===== src/rtl/mem_tester_pkg.sv =====
// Shared wires package: request/response records for the simple 32-bit memory bus.
package mem_tester_pkg;

  typedef struct packed {
    logic        mem_valid;
    logic        mem_instr;
    logic [31:0] mem_addr;
    logic [31:0] mem_wdata;
    logic [3:0]  mem_wstrb;
  } mem_in_type;

  typedef struct packed {
    logic [31:0] mem_rdata;
    logic        mem_ready;
    logic        mem_error;
  } mem_out_type;

endpackage


===== src/rtl/mem_tester_if.sv =====
// Memory bus bundle between the tester (master) and the memory responder (slave).
interface mem_tester_if;
  import mem_tester_pkg::*;

  mem_in_type  mem_in;
  mem_out_type mem_out;

  modport master (output mem_in, input mem_out);
  modport slave  (input mem_in, output mem_out);
endinterface


===== src/rtl/mem_tester.sv =====
// Memory tester: writes a pattern, overwrites one byte lane per word, then reads back and counts errors.
//
// state | meaning
// IDLE  | waiting for start after reset
// WRITE | issue full-word write of p(i)
// BYTE  | issue single-lane write of the inverted lane byte
// READ  | issue read of word i
// WAIT  | request outstanding; ret records the phase to resume
// DONE  | run finished; done/pass/tmo/err_count held until next start
module mem_tester
  import mem_tester_pkg::*;
#(
  parameter logic [31:0] base_addr = 32'h0,
  parameter int          words     = 1024,
  parameter logic [31:0] seed      = 32'hA5A5A5A5,
  parameter int          timeout   = 4096
) (
  input  logic         clock,
  input  logic         reset,
  input  logic         start,
  mem_tester_if.master bus,
  output logic         busy,
  output logic         done,
  output logic         pass,
  output logic         tmo,
  output logic [15:0]  err_count,
  output logic [31:0]  fail_addr
);

  typedef enum logic [2:0] {IDLE, WRITE, BYTE, READ, WAIT, DONE} state_t;
  typedef enum logic [1:0] {PH_WRITE, PH_BYTE, PH_READ} phase_t;

  localparam int CNT_W = (timeout > 1) ? $clog2(timeout) : 1;
  localparam logic [CNT_W-1:0] CNT_LOAD = CNT_W'(timeout - 1);
  localparam logic [15:0] LAST = 16'(words - 1);

  typedef struct packed {
    state_t           state;
    phase_t           ret;
    logic [15:0]      idx;
    logic [CNT_W-1:0] cnt;
    mem_in_type       req;
    logic             done;
    logic             pass;
    logic             tmo;
    logic [15:0]      err_count;
    logic [31:0]      fail_addr;
  } reg_t;

  localparam reg_t R_RST = '0;

  reg_t r, rin;
  logic count_err;
  logic finish;

  function automatic logic [31:0] addr_of(input logic [15:0] idx);
    return base_addr + {14'd0, idx, 2'b00};
  endfunction

  function automatic logic [31:0] pattern(input logic [15:0] idx);
    return addr_of(idx) ^ seed;
  endfunction

  function automatic logic [7:0] flip_byte(input logic [15:0] idx);
    logic [31:0] p;
    p = pattern(idx);
    return ~p[{idx[1:0], 3'b000} +: 8];
  endfunction

  // Word contents after the WRITE and BYTE phases have both landed.
  function automatic logic [31:0] expected(input logic [15:0] idx);
    logic [31:0] e;
    e = pattern(idx);
    e[{idx[1:0], 3'b000} +: 8] = flip_byte(idx);
    return e;
  endfunction

  function automatic mem_in_type make_req(input logic [31:0] addr, input logic [31:0] wdata,
                                          input logic [3:0] wstrb);
    mem_in_type q;
    q           = '0;
    q.mem_valid = 1'b1;
    q.mem_addr  = addr;
    q.mem_wdata = wdata;
    q.mem_wstrb = wstrb;
    return q;
  endfunction

  function automatic state_t phase_state(input phase_t ph);
    case (ph)
      PH_WRITE: return WRITE;
      PH_BYTE:  return BYTE;
      default:  return READ;
    endcase
  endfunction

  always_ff @(posedge clock) begin
    if (reset) r <= R_RST;
    else       r <= rin;
  end

  always_comb begin
    rin               = r;
    rin.req.mem_valid = 1'b0;
    count_err         = 1'b0;
    finish            = 1'b0;

    case (r.state)
      IDLE, DONE: begin
        if (start) begin
          rin.state     = WRITE;
          rin.idx       = '0;
          rin.err_count = '0;
          rin.fail_addr = '0;
          rin.pass      = 1'b0;
          rin.done      = 1'b0;
          rin.tmo       = 1'b0;
        end
      end
      WRITE: begin
        rin.req   = make_req(addr_of(r.idx), pattern(r.idx), 4'b1111);
        rin.ret   = PH_WRITE;
        rin.cnt   = CNT_LOAD;
        rin.state = WAIT;
      end
      BYTE: begin
        rin.req   = make_req(addr_of(r.idx), {4{flip_byte(r.idx)}}, 4'b0001 << r.idx[1:0]);
        rin.ret   = PH_BYTE;
        rin.cnt   = CNT_LOAD;
        rin.state = WAIT;
      end
      READ: begin
        rin.req   = make_req(addr_of(r.idx), 32'h0, 4'b0000);
        rin.ret   = PH_READ;
        rin.cnt   = CNT_LOAD;
        rin.state = WAIT;
      end
      WAIT: begin
        if (bus.mem_out.mem_ready) begin
          count_err = bus.mem_out.mem_error ||
                      ((r.ret == PH_READ) && (bus.mem_out.mem_rdata != expected(r.idx)));
          if (r.idx == LAST) begin
            rin.idx = '0;
            case (r.ret)
              PH_WRITE: rin.state = BYTE;
              PH_BYTE:  rin.state = READ;
              default:  finish    = 1'b1;
            endcase
          end else begin
            rin.idx   = r.idx + 16'd1;
            rin.state = phase_state(r.ret);
          end
        end else if (r.cnt == '0) begin
          rin.tmo   = 1'b1;
          count_err = 1'b1;
          finish    = 1'b1;
        end else begin
          rin.cnt = r.cnt - CNT_W'(1);
        end
      end
      default: rin = R_RST;
    endcase

    // A saturated counter is never zero again, so zero marks the first error of the run.
    if (count_err) begin
      if (r.err_count != 16'hFFFF) rin.err_count = r.err_count + 16'd1;
      if (r.err_count == '0)       rin.fail_addr = addr_of(r.idx);
    end

    if (finish) begin
      rin.state = DONE;
      rin.done  = 1'b1;
      rin.pass  = (rin.err_count == '0) && !rin.tmo;
    end
  end

  assign bus.mem_in = r.req;
  assign busy       = (r.state != IDLE) && (r.state != DONE);
  assign done       = r.done;
  assign pass       = r.pass;
  assign tmo        = r.tmo;
  assign err_count  = r.err_count;
  assign fail_addr  = r.fail_addr;

endmodule


===== src/flat_wrapper.sv =====
// flat-port wrapper written by rule: the top's interface ports become plain ports
module mem_tester_flat import mem_tester_pkg::*;
#(
  parameter logic [31:0] base_addr = 32'h0,
  parameter int          words     = 1024,
  parameter logic [31:0] seed      = 32'hA5A5A5A5,
  parameter int          timeout   = 4096
)
  (clock, reset, start, busy, done, pass, tmo, err_count, fail_addr, bus_mem_in, bus_mem_out);
  mem_tester_if bus_i ();
  input  logic clock;
  input  logic reset;
  input  logic start;
  output logic busy;
  output logic done;
  output logic pass;
  output logic tmo;
  output logic [15:0] err_count;
  output logic [31:0] fail_addr;
  output wire logic [$bits(bus_i.mem_in)-1:0] bus_mem_in;
  input wire logic [$bits(bus_i.mem_out)-1:0] bus_mem_out;
  assign bus_mem_in = bus_i.mem_in;
  assign bus_i.mem_out = bus_mem_out;
  mem_tester #(.base_addr(base_addr), .words(words), .seed(seed), .timeout(timeout)) u_core (.clock(clock), .reset(reset), .start(start), .bus(bus_i), .busy(busy), .done(done), .pass(pass), .tmo(tmo), .err_count(err_count), .fail_addr(fail_addr));
endmodule

===== config.mk =====
export PLATFORM = sky130hd
export DESIGN_NAME = mem_tester_flat
export DESIGN_NICKNAME = d
export VERILOG_FILES = /design/src/rtl/mem_tester_pkg.sv /design/src/rtl/mem_tester_if.sv /design/src/rtl/mem_tester.sv /design/src/flat_wrapper.sv
export SDC_FILE = /design/constraint.sdc
export NUM_CORES = 1
export LEC_CHECK = 0
export ABC_AREA = 1
export BUFFER_PORTS_ARGS = -buffer_cell sky130_fd_sc_hd__buf_4
export CELL_PAD_IN_SITES_DETAIL_PLACEMENT = 0
export CELL_PAD_IN_SITES_GLOBAL_PLACEMENT = 1
export CORE_MARGIN = 2
export CORE_UTILIZATION = 39
export DETAILED_ROUTE_END_ITERATION = 12
export PLACE_DENSITY_LB_ADDON = 0.2
export SYNTH_ARGS = -nofsm -noshare
export SYNTH_HDL_FRONTEND = slang
export SYNTH_SLANG_ARGS = --single-unit

===== constraint.sdc =====
create_clock -name clock -period 4.04 [get_ports clock]
set_clock_uncertainty 0.2 [all_clocks]
set_input_delay 0.808 -clock clock [delete_from_list [all_inputs] [get_ports clock]]
set_output_delay 0.808 -clock clock [all_outputs]
set_load 0.005 [all_outputs]

=== After elaboration in Yosys (flattened, before gate mapping) ===
Index checks and enable logic that the tools add are counted.

* Register bits after elaboration: 154
* Latch bits: 0
* Bits in writable memories: 0
* Bits in read-only memories: 0
* Word-level logic and storage cells: 103
* Memories: 0

* $add $sub $neg: 4
* Multipliers: 0
* Div/mod/pow operators: 0
* Order comparisons: 0
* Equality and inequality tests: 20
* Shifts and indexed selects: 4
* Muxes and demuxes: 34
* Bitwise operators: 4
* Reductions and logical operators: 22

{| class="wikitable"
|+ Operator list
! cell !! count
|-
| case mux 70 bit (4 select lines) || 1
|-
| case mux 48 bit (2 select lines) || 1
|-
| two-way mux 16 bit || 4
|-
| two-way mux 51 bit || 1
|-
| two-way mux 48 bit || 1
|-
| case mux 16 bit (3 select lines) || 1
|-
| case mux 12 bit (3 select lines) || 1
|-
| adder 16 x 1 -> 16 bit, second input constant || 2
|-
| bitwise mux 32 bit || 1
|-
| zero test 16 bit || 2
|-
| two-way mux 32 bit || 1
|-
| != test 32 bit || 1
|-
| variable shift 8 x 7 -> 32 bit, first input constant || 1
|-
| indexed part select 32 x 6 -> 8 bit || 1
|-
| indexed part select 8 x 7 -> 32 bit || 1
|-
| two-way mux 12 bit || 2
|-
| == test 16 x 10 -> 1 bit, second input constant || 1
|-
| != test 16 bit, second input constant || 1
|-
| NOT 9 -> 16 bit || 1
|-
| zero test 12 bit || 1
|-
| two-way mux 3 bit || 4
|-
| AND reduction 3 bit || 4
|-
| subtractor 12 x 1 -> 12 bit, second input constant || 1
|-
| two-way mux 1 bit || 9
|-
| 31 further kinds || 44
|}

=== Longest topological paths before layout ===
Gate-level depths: netlist (run 1).

* Depth after elaboration: 14
* Gate-level depth with buffers: 26
* Mapped depth without buffers: 25

=== Least setup slack after synthesis (run 1) ===
OpenSTA, ideal clock, no wires.

* Path type: register to register
* From: register u_core.r[133] (netlist name)
* To: register u_core.r (netlist bit u_core.fail_addr[14])
* Setup time: 116 ps
* Data arrival time: 2,703 ps
* Required time: 3,724 ps
* Path slack: 1,021 ps
* Stages on the path, launching flop included: 22
* Buffers on the path: 3
* Cell sequence: dfxtp_1 > inv_2 > buf_4 > ha_1 > inv_1 > nand2_1 > nor2_1 > nand3_1 > nand2_1 > nand2_1 > nand2_1 > nor2_1 > nand2_1 > nor2_1 > nand3_1 > nand2_2 > nand2_4 > nand2_4 > or2_4 > buf_4 > buf_6 > o211a_1

* Longest elaborated chain between the ends: 11
* Elaborated cells on any way between the ends: 13
* Classes of those cells: 1 x add/sub; 1 x eq/ne; 3 x shift; 4 x mux; 2 x bitwise; 2 x reduce/logical

{| class="wikitable"
|+ Ends and longest elaborated chain
! what !! line !! source
|-
| from (decl) || mem_tester.sv:52 || <nowiki>reg_t r, rin;</nowiki>
|-
| from (signal assigned) || mem_tester.sv:99 || <nowiki>else r <= rin;</nowiki>
|-
| NOT 9 -> 16 bit (no line) || - ||
|-
| indexed part select 32 x 6 -> 8 bit || mem_tester.sv:67 || <nowiki>return ~p[{idx[1:0], 3'b000} +: 8];</nowiki>
|-
| NOT 8 bit || mem_tester.sv:67 ||
|-
| indexed part select 8 x 7 -> 32 bit || mem_tester.sv:74 || <nowiki>e[{idx[1:0], 3'b000} +: 8] = flip_byte(idx);</nowiki>
|-
| bitwise mux 32 bit * || mem_tester.sv:74 ||
|-
| != test 32 bit * || mem_tester.sv:141 || <nowiki>((r.ret == PH_READ) && (bus.mem_out.mem_rdata != expected(r.idx)));</nowiki>
|-
| logical AND 1 bit * || mem_tester.sv:141 ||
|-
| logical OR 1 bit * || mem_tester.sv:140 || <nowiki>count_err = bus.mem_out.mem_error ||</nowiki>
|-
| two-way mux 1 bit * || mem_tester.sv:139 || <nowiki>if (bus.mem_out.mem_ready) begin</nowiki>
|-
| two-way mux 1 bit * || mem_tester.sv:108 || <nowiki>case (r.state)</nowiki>
|-
| two-way mux 48 bit * || mem_tester.sv:165 || <nowiki>if (count_err) begin</nowiki>
|}

Mark *: on every way between the ends. The rest lies on a longest branch, timed or not.
A chain may end at the register's enable or synchronous reset.

=== Worst setup path in the final report (run 1) ===
* From: register u_core.r[133] (netlist name)
* To: register u_core.r (netlist bit u_core.fail_addr[27])

The elaborated chain is that of the path after synthesis.

==> summary.md, run 1 <==
| Metric | Value |
|---|---|
| Power Dens Cells | 589 mW/mm2 |
| Gpl congestion | 0.946 |
| Max VDD drop | 0.000307 V |
| Post-cts gate resize count | 0 |
| Clock Tree Buf Depth | 2 |
| Number of flops mapped to enable cells by yosys | 0 |
| Status | complete, no violations |
| Wire per inst | 15.2 um |
| Top cell type by total area after synthesis | dfxtp_1 |
| Slowest cell on crit path | or2_2 |
| PnR Total Power | 5.13 mW |
| Synth Area per Inst | 6.70 um2 |
| Post-cts hold buffer count | 0 |
| P_leak | 4.21 nW |
| Post-layout instance area | 0.00871 mm2 |
| Clk Latency, worst-skew pair | 0.43 ns |
| Initial antenna violation count | 0 |
| Dpl cell area | 0.00814 mm2 |
| Antenna violation net count after detailed routing | 0 |
| Cts bufs inserted | 17 |
| CP dominant cell by count | nand3_1 |
| Worst hold margin | 0.255 ns |
| Sequential-to-total area share from yosys stat | 0.336 |
| Async set or reset register ratio after synthesis | 0 |
| RSZ-0062 raised after global routing | false |
| Total track usage | 0.212 |
| Post-DP HPWL | 16000 um |
| Share of the synthesized area in the top cell type | 0.336 |
| Required time of the worst setup path | 4.21 ns |
| Hold Path Class | reg2reg |
| Port Buffers | 141 |
| Setup_tns | 0 ns |
| DRC marker count from the first detailed-route iteration | 661 |
| # DRC | 0 |
| Worst-path maximum fanout | 26 |
| Die Y | 144 um |
| Commonest non-fill, non-tap cell in the layout | nand2_1 |
| Finish-stage setup viols | 0 |
| H-tree levels | 4 |
| CP Cell Sequence | inv_2 -> ha_1 -> inv_1 -> nand2_1 -> nor2_1 -> nand3_1 -> nand3_1 -> nand2_1 -> nor2_1 -> nand2_1 -> nor2_1 -> nand3_1 -> nand2_2 -> nand2_4 -> nand2_4 -> or2_2 -> nand3_1 -> inv_1 |
| CTS Sinks | 129 |
| Startpoint types | flop |
| CP Capture Type | flop |
| Tmin final | 3.51 ns |
| WP data arrival | 3.69 ns |
| Clk slew on worst S/H paths | 0.06 ns |
| First-pass GRT wire length | 33800 um |
| Rel. slew slack | 0.455 |
| Worst-Margin Slew | 0.817 ns |
| Core Rows | 51 |
| Yosys warning count | 0 |
| Synthesis-to-layout area growth | 13.5% |
| Fillers | 2138 |
| Count of different cell masters after synthesis | 37 |
| Pre-CTS setup slack | 0.435 ns |
| Core area | 0.0194 mm2 |
| Cells after Synth | 1146 |
| DRT Pass-1 Iters | 5 |
| Share of layout cells above drive strength 1 | 0.169 |
| Area contributors post-synth | dfxtp_1 34%, buf_4 12%, nand2_1 12% |
| Final worst-path cycle share | 0.870 |
| Final Hold Vio Count | 0 |
| Die Width | 144 um |
| Max Cap Viol | 0 |
| WP buf/inv | 3 |
| FF-to-FF setup slack | 0.53 ns |
| CTS tree | done |
| Vias/cell | 4.75 |
| Mapped cell area | 0.00768 mm2 |
| Routed via count | 6931 |
| WL final | 22100 um |
| # IOs | 159 |
| Nets | 1227 |
| #FFs+latches synth | 129 |
| Slowest cell delay on critical path | 0.51 ns |
| Family with the most delay on the worst path | simple AND/OR/NAND/NOR gates |
| Grt ovf | 0 |
| Commonest cells after routing, fill and taps aside | 242 x nand2_1, 163 x inv_1, 154 x buf_4, 129 x dfxtp_1, 111 x nor2_1 |
| Vias in the first global route | 6224 |
| Root Driver | clkbuf_16 |
| Final setup margin | 0.525 ns |
| Die area | 0.0208 mm2 |
| Fmax achieved | 285 MHz |
| Antenna Cells | 0 |
| Top_reg_cell synth | dfxtp_1 |
| Worst setup path class | reg2reg |
| Starting Density | 0.396 |
| Pins Over Slew Limit | 0 |
| Pin count of the biggest net entering global routing | 49 |
## worst paths after layout
check / from / end / cells past startpoint
setup reg to reg: u_core.r[133] / u_core.fail_addr[27] / 18
hold / removal: u_core.fail_addr[20] / u_core.fail_addr[20] / 2
setup / recovery: u_core.r[133] / u_core.fail_addr[27] / 18
hold reg to reg: u_core.fail_addr[20] / u_core.fail_addr[20] / 2
## where the power goes
group          total (mW)  internal (mW)  switching, mW
logic                2.04          0.675           1.37
clock network        1.49          0.872          0.622
registers            1.60           1.46          0.142
## sequential cells by signal, indices dropped and copies added, names as in the netlist
name and count:
u_core.bus.mem_in 45, u_core.fail_addr 32, u_core.err_count 16, u_core.pass 1
u_core.tmo 1, u_core.done 1, u_core.r 33
## Yosys cell counts (10+ instances only)
cell type,n
clkbuf_1,20
dfxtp_1,129
nor3_1,16
nand2_1,242
nor2_1,112
nand3_1,87
a21oi_1,71
buf_4,123
o211a_1,16
xor2_1,16
ha_1,10
inv_1,163
o21ai_0,57
## through the flow
stage	utilization	instances
CTS	0.449	1457
floorplan	-	1162
global route	0.449	1458
finish	0.449	1458
detailed placement	0.420	1425
global placement	0.420	1425
## tightest hold or removal path, delay by kind of cell (launching register included)
kind	cells	cell delay (ns)
flops	1	0.31
simple gates	1	0.07
buf+inv	1	0.04
## final cells by class
cell class,count,area [um2],area share
Inverter,167,627,0.0719
Tap cell,265,332,0.0380
Sequential cell,129,2580,0.296
Multi-Input combinational cell,711,3450,0.396
Timing Repair Buffer,154,1160,0.133
Clock buffer,19,443,0.0508
Clock inverter,13,125,0.0144
## layer usage
layer  vias to the layer above  track usage  routed length, um
li1                       3584            -                  -
met1                      3137        0.287              10300
met2                       182        0.344              10400
met3                        28       0.0401               1070
met4                         0       0.0644                334
met5                         -            0                  0
## repair_timing
action,in CTS,in global routing
endpoints found under the hold margin,0,0
setup endpoints to repair,0,1
buffers inserted,0,0
## cell families after synthesis
kind of cell	synth area share
simple gates	0.269
flops	0.336
other cells	0.000488
buf+inv	0.223
compound gates	0.134
fa+ha+maj	0.0163
xor+xnor	0.0205
(Power assumes the default switching activity.)
==> inputs of run 2 (changes only) <==
- PLACE_DENSITY: default -> 0.77
- PLACE_DENSITY_LB_ADDON: 0.2 -> default
==> summary.md, run 2 (same netlist as run 1, synthesis figures left out) <==
| Metric | Value |
|---|---|
| Slowest cell delay on critical path | 0.48 ns (-0.03 ns) |
| CP Capture Type | flop |
| Clock Tree Buf Depth | 2 (unchanged) |
| Tmin final | 3.62 ns (+0.101 ns) |
| Reg-to-Reg Start | u_core.r[133] |
| Hold_sp | u_core.fail_addr[1] |
| Pins Over Slew Limit | 0 (unchanged) |
| DRC marker count from the first detailed-route iteration | 551 (-17%) |
| Root Driver | clkbuf_16 |
| Core Rows | 51 (unchanged) |
| Max Cap Viol | 0 (unchanged) |
| Clk Latency, worst-skew pair | 0.43 ns (about the same) |
| Antenna violation net count after detailed routing | 0 (unchanged) |
| RSZ-0062 raised after global routing | false |
| Clk slew on worst S/H paths | 0.06 ns (about the same) |
| Post-cts gate resize count | 0 (unchanged) |
| Slowest cell on crit path | or2_4 |
| Port Buffers | 141 (unchanged) |
| Commonest non-fill, non-tap cell in the layout | nand2_1 |
| Total track usage | 0.208 (-0.00441) |
| Initial antenna violation count | 0 (unchanged) |
| Antenna Cells | 0 (unchanged) |
| Vias/cell | 4.74 (-0.27%) |
| Post-DP HPWL | 15600 um (-2.6%) |
| Nets | 1227 (unchanged) |
| Die Y | 144 um (unchanged) |
| H-tree levels | 4 (unchanged) |
| Grt ovf | 0 (unchanged) |
| Finish-stage setup viols | 0 (unchanged) |
| Die area | 0.0208 mm2 (unchanged) |
| WP data arrival | 3.74 ns (+0.05 ns) |
| Max reg flops | 45 (unchanged) |
| Post-cts hold buffer count | 0 (unchanged) |
| Gpl congestion | 0.885 (-6.4%) |
| CP Cell Sequence | inv_2 -> ha_1 -> inv_1 -> nand2_1 -> nor2_1 -> nand3_1 -> nand3_1 -> nand2_1 -> nor2_1 -> nand2_1 -> nor2_1 -> nand3_1 -> nand2_2 -> nand2_4 -> nand2_4 -> or2_4 -> o21ai_0 -> o211a_1 |
| Die Width | 144 um (unchanged) |
| Rel. slew slack | 0.466 (+0.0111) |
| Worst-Margin Slew | 0.800 ns (-0.0167 ns) |
| Setup_tns | 0 ns (unchanged) |
| First-pass GRT wire length | 33400 um (-1.4%) |
| Pin count of the biggest net entering global routing | 60 (+22%) |
| P_leak | 4.25 nW (+1.0%) |
| Starting Density | 0.396 (unchanged) |
| Final setup margin | 0.425 ns (-0.101 ns) |
| Cts bufs inserted | 17 (unchanged) |
| Worst setup path start | u_core.r[133] |
| Required time of the worst setup path | 4.16 ns (-0.05 ns) |
| DRT Pass-1 Iters | 5 (unchanged) |
| CTS tree | done |
| Post-CTS setup buffer count | 0 (unchanged) |
| Core area | 0.0194 mm2 (unchanged) |
| Startpoint types | flop |
| Vias in the first global route | 6333 (+1.8%) |
| Commonest cells after routing, fill and taps aside | 242 x nand2_1, 163 x inv_1, 155 x buf_4, 129 x dfxtp_1, 111 x nor2_1 |
| Fillers | 2115 (-1.1%) |
| Max VDD drop | 0.000333 V (+8.4%) |
| Status | complete, no violations |
| Worst setup path class | reg2reg |
| # DRC | 0 (unchanged) |
| Power Dens Cells | 604 mW/mm2 (+2.4%) |
| # IOs | 159 (unchanged) |
| WL final | 21200 um (-4.1%) |
| Final worst-path cycle share | 0.895 (+0.0249) |
| Share of layout cells above drive strength 1 | 0.170 (+0.000838) |
| Final Hold Vio Count | 0 (unchanged) |
| Routed via count | 6912 (-0.27%) |
| Wire per inst | 14.5 um (-4.1%) |
| Synthesis-to-layout area growth | 14.5% |
| CTS Sinks | 129 (unchanged) |
| Pre-CTS setup slack | 0.441 ns (+0.00627 ns) |
| Worst-path maximum fanout | 48 (+85%) |
| Fmax achieved | 277 MHz (-2.8%) |
| Hold Path Class | reg2reg |
run 2: critical path: cells and delay by family, from the launching register on:
family / cells / cell delay (ns)
AO/OA/AOI/OAI: 2 / 0.31
AND/OR/NAND/NOR: 13 / 2.04
flip-flops: 1 / 0.31
adder cells (fa/ha/maj): 1 / 0.31
buffers and inverters: 2 / 0.28
run 2: per-stage QoR:
step	total power [mW]	util	hold WS (ns)	instance area, um2	instances
floorplan	3.17	-	0.233	7740	1162
global route	5.70	0.453	0.273	8790	1458
finish	5.31	0.453	0.258	8790	1458
CTS	5.34	0.453	0.261	8790	1458
detailed placement	3.64	0.420	0.250	8150	1426
global placement	3.64	0.420	0.245	8150	1426
run 2: power by group:
part	internal [mW]	total, mW	switching [mW]
clock network	1.05	1.69	0.639
registers	1.46	1.60	0.142
logic	0.683	2.02	1.33
run 2: worst paths after layout:
check	cells past startpoint	to	slack [ns]
min reg2reg	2	u_core.fail_addr[1]	0.26
max reg2reg	18	u_core.fail_addr[17]	0.42
min	2	u_core.fail_addr[1]	0.26
max	18	u_core.fail_addr[17]	0.42
run 2: routing by layer:
layer	part of all wire	global-route usage	routed length (um)
met5	0	0	0
met4	0.023	0.0766	487
met3	0.054	0.0384	1150
met2	0.47	0.342	9970
met1	0.45	0.272	9590
run 2: cell type report:
cell class,count,area [um2],share of cell area
clock buffers,17,425,0.0484
clock inverters,15,219,0.0249
inverters,167,627,0.0713
multi-input cells,710,3440,0.392
flip-flops and latches,129,2580,0.294
well taps,265,332,0.0377
repair buffers,155,1160,0.132
==> inputs of run 3 (changes only) <==
--- a/config.mk
+++ b/config.mk
@@ -7,3 +7,2 @@
 export LEC_CHECK = 0
-export ABC_AREA = 1
 export BUFFER_PORTS_ARGS = -buffer_cell sky130_fd_sc_hd__buf_4
@@ -12,5 +11,5 @@
 export CORE_MARGIN = 2
-export CORE_UTILIZATION = 39
+export CORE_UTILIZATION = 40
 export DETAILED_ROUTE_END_ITERATION = 12
-export PLACE_DENSITY = 0.77
+export PLACE_DENSITY = 0.76
 export SYNTH_ARGS = -nofsm -noshare
--- a/constraint.sdc
+++ b/constraint.sdc
@@ -4,2 +4,2 @@
 set_output_delay 0.808 -clock clock [all_outputs]
-set_load 0.005 [all_outputs]
+set_load 0.1 [all_outputs]
==> summary.md, run 3 <==
| Metric | Value |
|---|---|
| Worst-Margin Slew | 0.929 ns (+0.129 ns) |
| Worst hold margin | 0.254 ns (-0.00401 ns) |
| Family with the most delay on the worst path | simple AND/OR/NAND/NOR gates |
| Total track usage | 0.210 (+0.00192) |
| Rel. slew slack | 0.374 (-0.0919) |
| # DRC | 0 (unchanged) |
| Starting Density | 0.412 (+0.0161) |
| Count of different cell masters after synthesis | 70 (+89%) |
| Hold Path Class | reg2reg |
| CTS Sinks | 129 (unchanged) |
| Top cell type by total area after synthesis | dfxtp_1 |
| DRT Pass-1 Iters | 4 (-1) |
| Commonest non-fill, non-tap cell in the layout | buf_4 |
| Die Y | 141 um (-2.5%) |
| Wire per inst | 17.3 um (+19%) |
| Pins Over Slew Limit | 0 (unchanged) |
| Clk Latency, worst-skew pair | 0.42 ns (about the same) |
| Die Width | 141 um (-2.5%) |
| Hold_sp | u_core.bus.mem_in[51] |
| Worst Hold End | u_core.bus.mem_in[51] |
| Routed via count | 6522 (-5.6%) |
| Commonest cells after routing, fill and taps aside | 173 x buf_4, 127 x dfxtp_1, 82 x nand2_1, 74 x nor2_1, 70 x a21oi_1 |
| WP buf/inv | 1 (-1) |
| H-tree levels | 4 (unchanged) |
| Worst setup path class | reg2reg |
| Core area | 0.0181 mm2 (-6.4%) |
| Final worst-path cycle share | 0.966 (+0.0711) |
| WP data arrival | 4.05 ns (+0.31 ns) |
| Final core utilization | 0.484 (+0.0307) |
| Mapped cell area | 0.00747 mm2 (-2.6%) |
| Core Rows | 49 (-3.9%) |
| Worst-path maximum fanout | 12 (-75%) |
| Tmin final | 3.90 ns (+0.287 ns) |
| Power Dens Cells | 618 mW/mm2 (+2.4%) |
| Nets | 1014 (-17%) |
| Initial antenna violation count | 0 (unchanged) |
| Sequential-to-total area share from yosys stat | 0.345 (+0.00912) |
| Antenna Cells | 0 (unchanged) |
| CP Capture Type | flop |
| CP Cell Sequence | buf_6 -> ha_1 -> or4_1 -> mux2i_2 -> o2111ai_1 -> or4_1 -> or4_4 -> o21a_1 -> mux2_4 -> a22oi_1 -> nand4_1 -> o21ai_1 |
| Worst hold stages | 2 (unchanged) |
| Slowest cell delay on critical path | 0.54 ns (+0.06 ns) |
| Worst R2R Path Depth | 12 (-6) |
| Reg-to-Reg Start | u_core.r[134] |
| Clk slew on worst S/H paths | 0.06 ns (about the same) |
| Cts bufs inserted | 17 (unchanged) |
| Share of layout cells above drive strength 1 | 0.245 (+0.0747) |
| Required time of the worst setup path | 4.19 ns (+0.03 ns) |
| Post-cts hold buffer count | 0 (unchanged) |
| Number of flops mapped to enable cells by yosys | 0 (unchanged) |
| Slowest cell on crit path | or4_1 |
| Max VDD drop | 0.000425 V (+28%) |
| Grt ovf | 0 (unchanged) |
| Cells after Synth | 940 (-18%) |
| FF-to-FF setup slack | 0.14 ns (-0.29 ns) |
| Max reg flops | 45 (unchanged) |
| Pin count of the biggest net entering global routing | 35 (-42%) |
| PnR Total Power | 5.43 mW (+2.2%) |
| Most common cell in the netlist | dfxtp_1 |
| Status | complete, no violations |
| WL final | 21000 um (-1.1%) |
| Reg area | 0.00259 mm2 (+0.19%) |
| Async set or reset register ratio after synthesis | 0 (unchanged) |
| CTS tree | done |
| Synth cell count leaders | 129 x dfxtp_1, 119 x buf_4, 82 x nand2_1 |
| Setup_tns | 0 ns (unchanged) |
| Fillers | 1820 (-14%) |
| Finish-stage setup viols | 0 (unchanged) |
| Top_reg_cell synth | dfxtp_1 |
| Root Driver | clkbuf_16 |
| Antenna violation net count after detailed routing | 0 (unchanged) |
| Max Cap Viol | 0 (unchanged) |
| Gpl congestion | 0.950 (+7.3%) |
| Port Buffers | 141 (unchanged) |
| #FFs+latches synth | 129 (unchanged) |
| Area taken by multi-input logic gates | 0.00377 mm2 (+9.6%) |
| Final Hold Vio Count | 0 (unchanged) |
| Die area | 0.0198 mm2 (-4.9%) |
| Yosys warning count | 0 (unchanged) |
| Clock Tree Buf Depth | 2 (unchanged) |
| Synth Area per Inst | 7.95 um2 (+19%) |
| Vias/cell | 5.39 (+14%) |
| DRC marker count from the first detailed-route iteration | 457 (-17%) |
| Area contributors post-synth | dfxtp_1 35%, buf_4 12%, a21oi_1 4.8% |
| Post-DP HPWL | 15200 um (-2.3%) |
| Post-layout instance area | 0.00878 mm2 (-0.11%) |
| P_leak | 3.64 nW (-14%) |
| # IOs | 159 (unchanged) |
| Reg2reg end | u_core.pass |
| Share of the synthesized area in the top cell type | 0.345 (+0.00912) |
| First-pass GRT wire length | 33300 um (-0.21%) |
| Vias in the first global route | 6127 (-3.3%) |
| CP dominant cell by count | or4_1 |
| Startpoint types | flop |
| Dpl cell area | 0.00809 mm2 (-0.74%) |
| Synthesis-to-layout area growth | 17.5% |
| Fmax achieved | 256 MHz (-7.4%) |
==> run 3: changes by cell type after synthesis, sizes merged, moves of 19 or more <==
cell / before / now
nand3: 89 / 41
nor2: 114 / 74
clkbuf: 20 / 63
o21ai: 65 / 40
and2: 0 / 20
nand2: 246 / 82
a22o: 0 / 19
inv: 167 / 24
==> run 3: how the worst max path moves through the flow <==
stage                    startpoint     endpoint  slack, ns  depth (start not counted)
floorplan             u_core.r[134]  u_core.pass       0.03                         15
global placement    bus_mem_out[26]  u_core.pass      -0.14                         11
detailed placement  bus_mem_out[26]  u_core.pass      -0.18                         11
CTS                   u_core.r[134]  u_core.pass      0.001                         13
global route          u_core.r[134]  u_core.pass      -0.03                         13
finish                u_core.r[134]  u_core.pass       0.14                         12
==> run 3: through the flow <==
stage | instances | setup WS, ns
CTS | 1208 | 0.00136
floorplan | 956 | 0.0255
global route | 1209 | -0.0275
detailed placement | 1176 | -0.181
global placement | 1176 | -0.139
finish | 1209 | 0.138
==> run 3: logic make-up (layout without fill, tap and decap cells) <==
family	count (synthesis)	count (layout)	share of synthesized area
xor+xnor	28	28	0.0328
other cells	1	17	0.000502
simple gates	333	333	0.229
compound gates	210	210	0.184
fa+ha+maj	10	10	0.0167
mux	16	16	0.0223
buf+inv	213	237	0.168
flops	129	129	0.345
==> run 3: tightest hold or removal path, cell delays in order, from the launching register on <==
cell and delay (ns):
dfxtp_1 0.33, nand2_1 0.04, o21ai_0 0.05
==> run 3: cell type report <==
| class | count | area share |
|---|---|---|
| multi-input combinational | 614 | 0.430 |
| sequential | 129 | 0.295 |
| timing repair buffer | 181 | 0.163 |
| clock buffer | 17 | 0.0484 |
| tap | 229 | 0.0326 |
| clock inverter | 15 | 0.0212 |
| inverter | 24 | 0.0103 |
==> run 3: routing by layer <==
| metal | global-route usage | vias up | part of all wire |
|---|---|---|---|
| met5 | 0 | - | 0 |
| met4 | 0.0611 | 0 | 0.015 |
| met3 | 0.0486 | 26 | 0.063 |
| met2 | 0.313 | 227 | 0.44 |
| met1 | 0.301 | 3056 | 0.48 |
| li1 | - | 3213 | - |
==> run 3: where the power goes <==
group	internal, mW	total [mW]	switching (mW)
sequential	1.40	1.53	0.126
combinational	0.721	2.29	1.57
clock	0.944	1.61	0.663
total	3.07	5.43	2.36
==> run 3: timing repair <==
action | 4_1_cts | 5_1_grt
buffers inserted | 0 | 1
resized for setup | 1 | 18
endpoints found under the setup margin | 1 | 29
pin swaps | 0 | 2
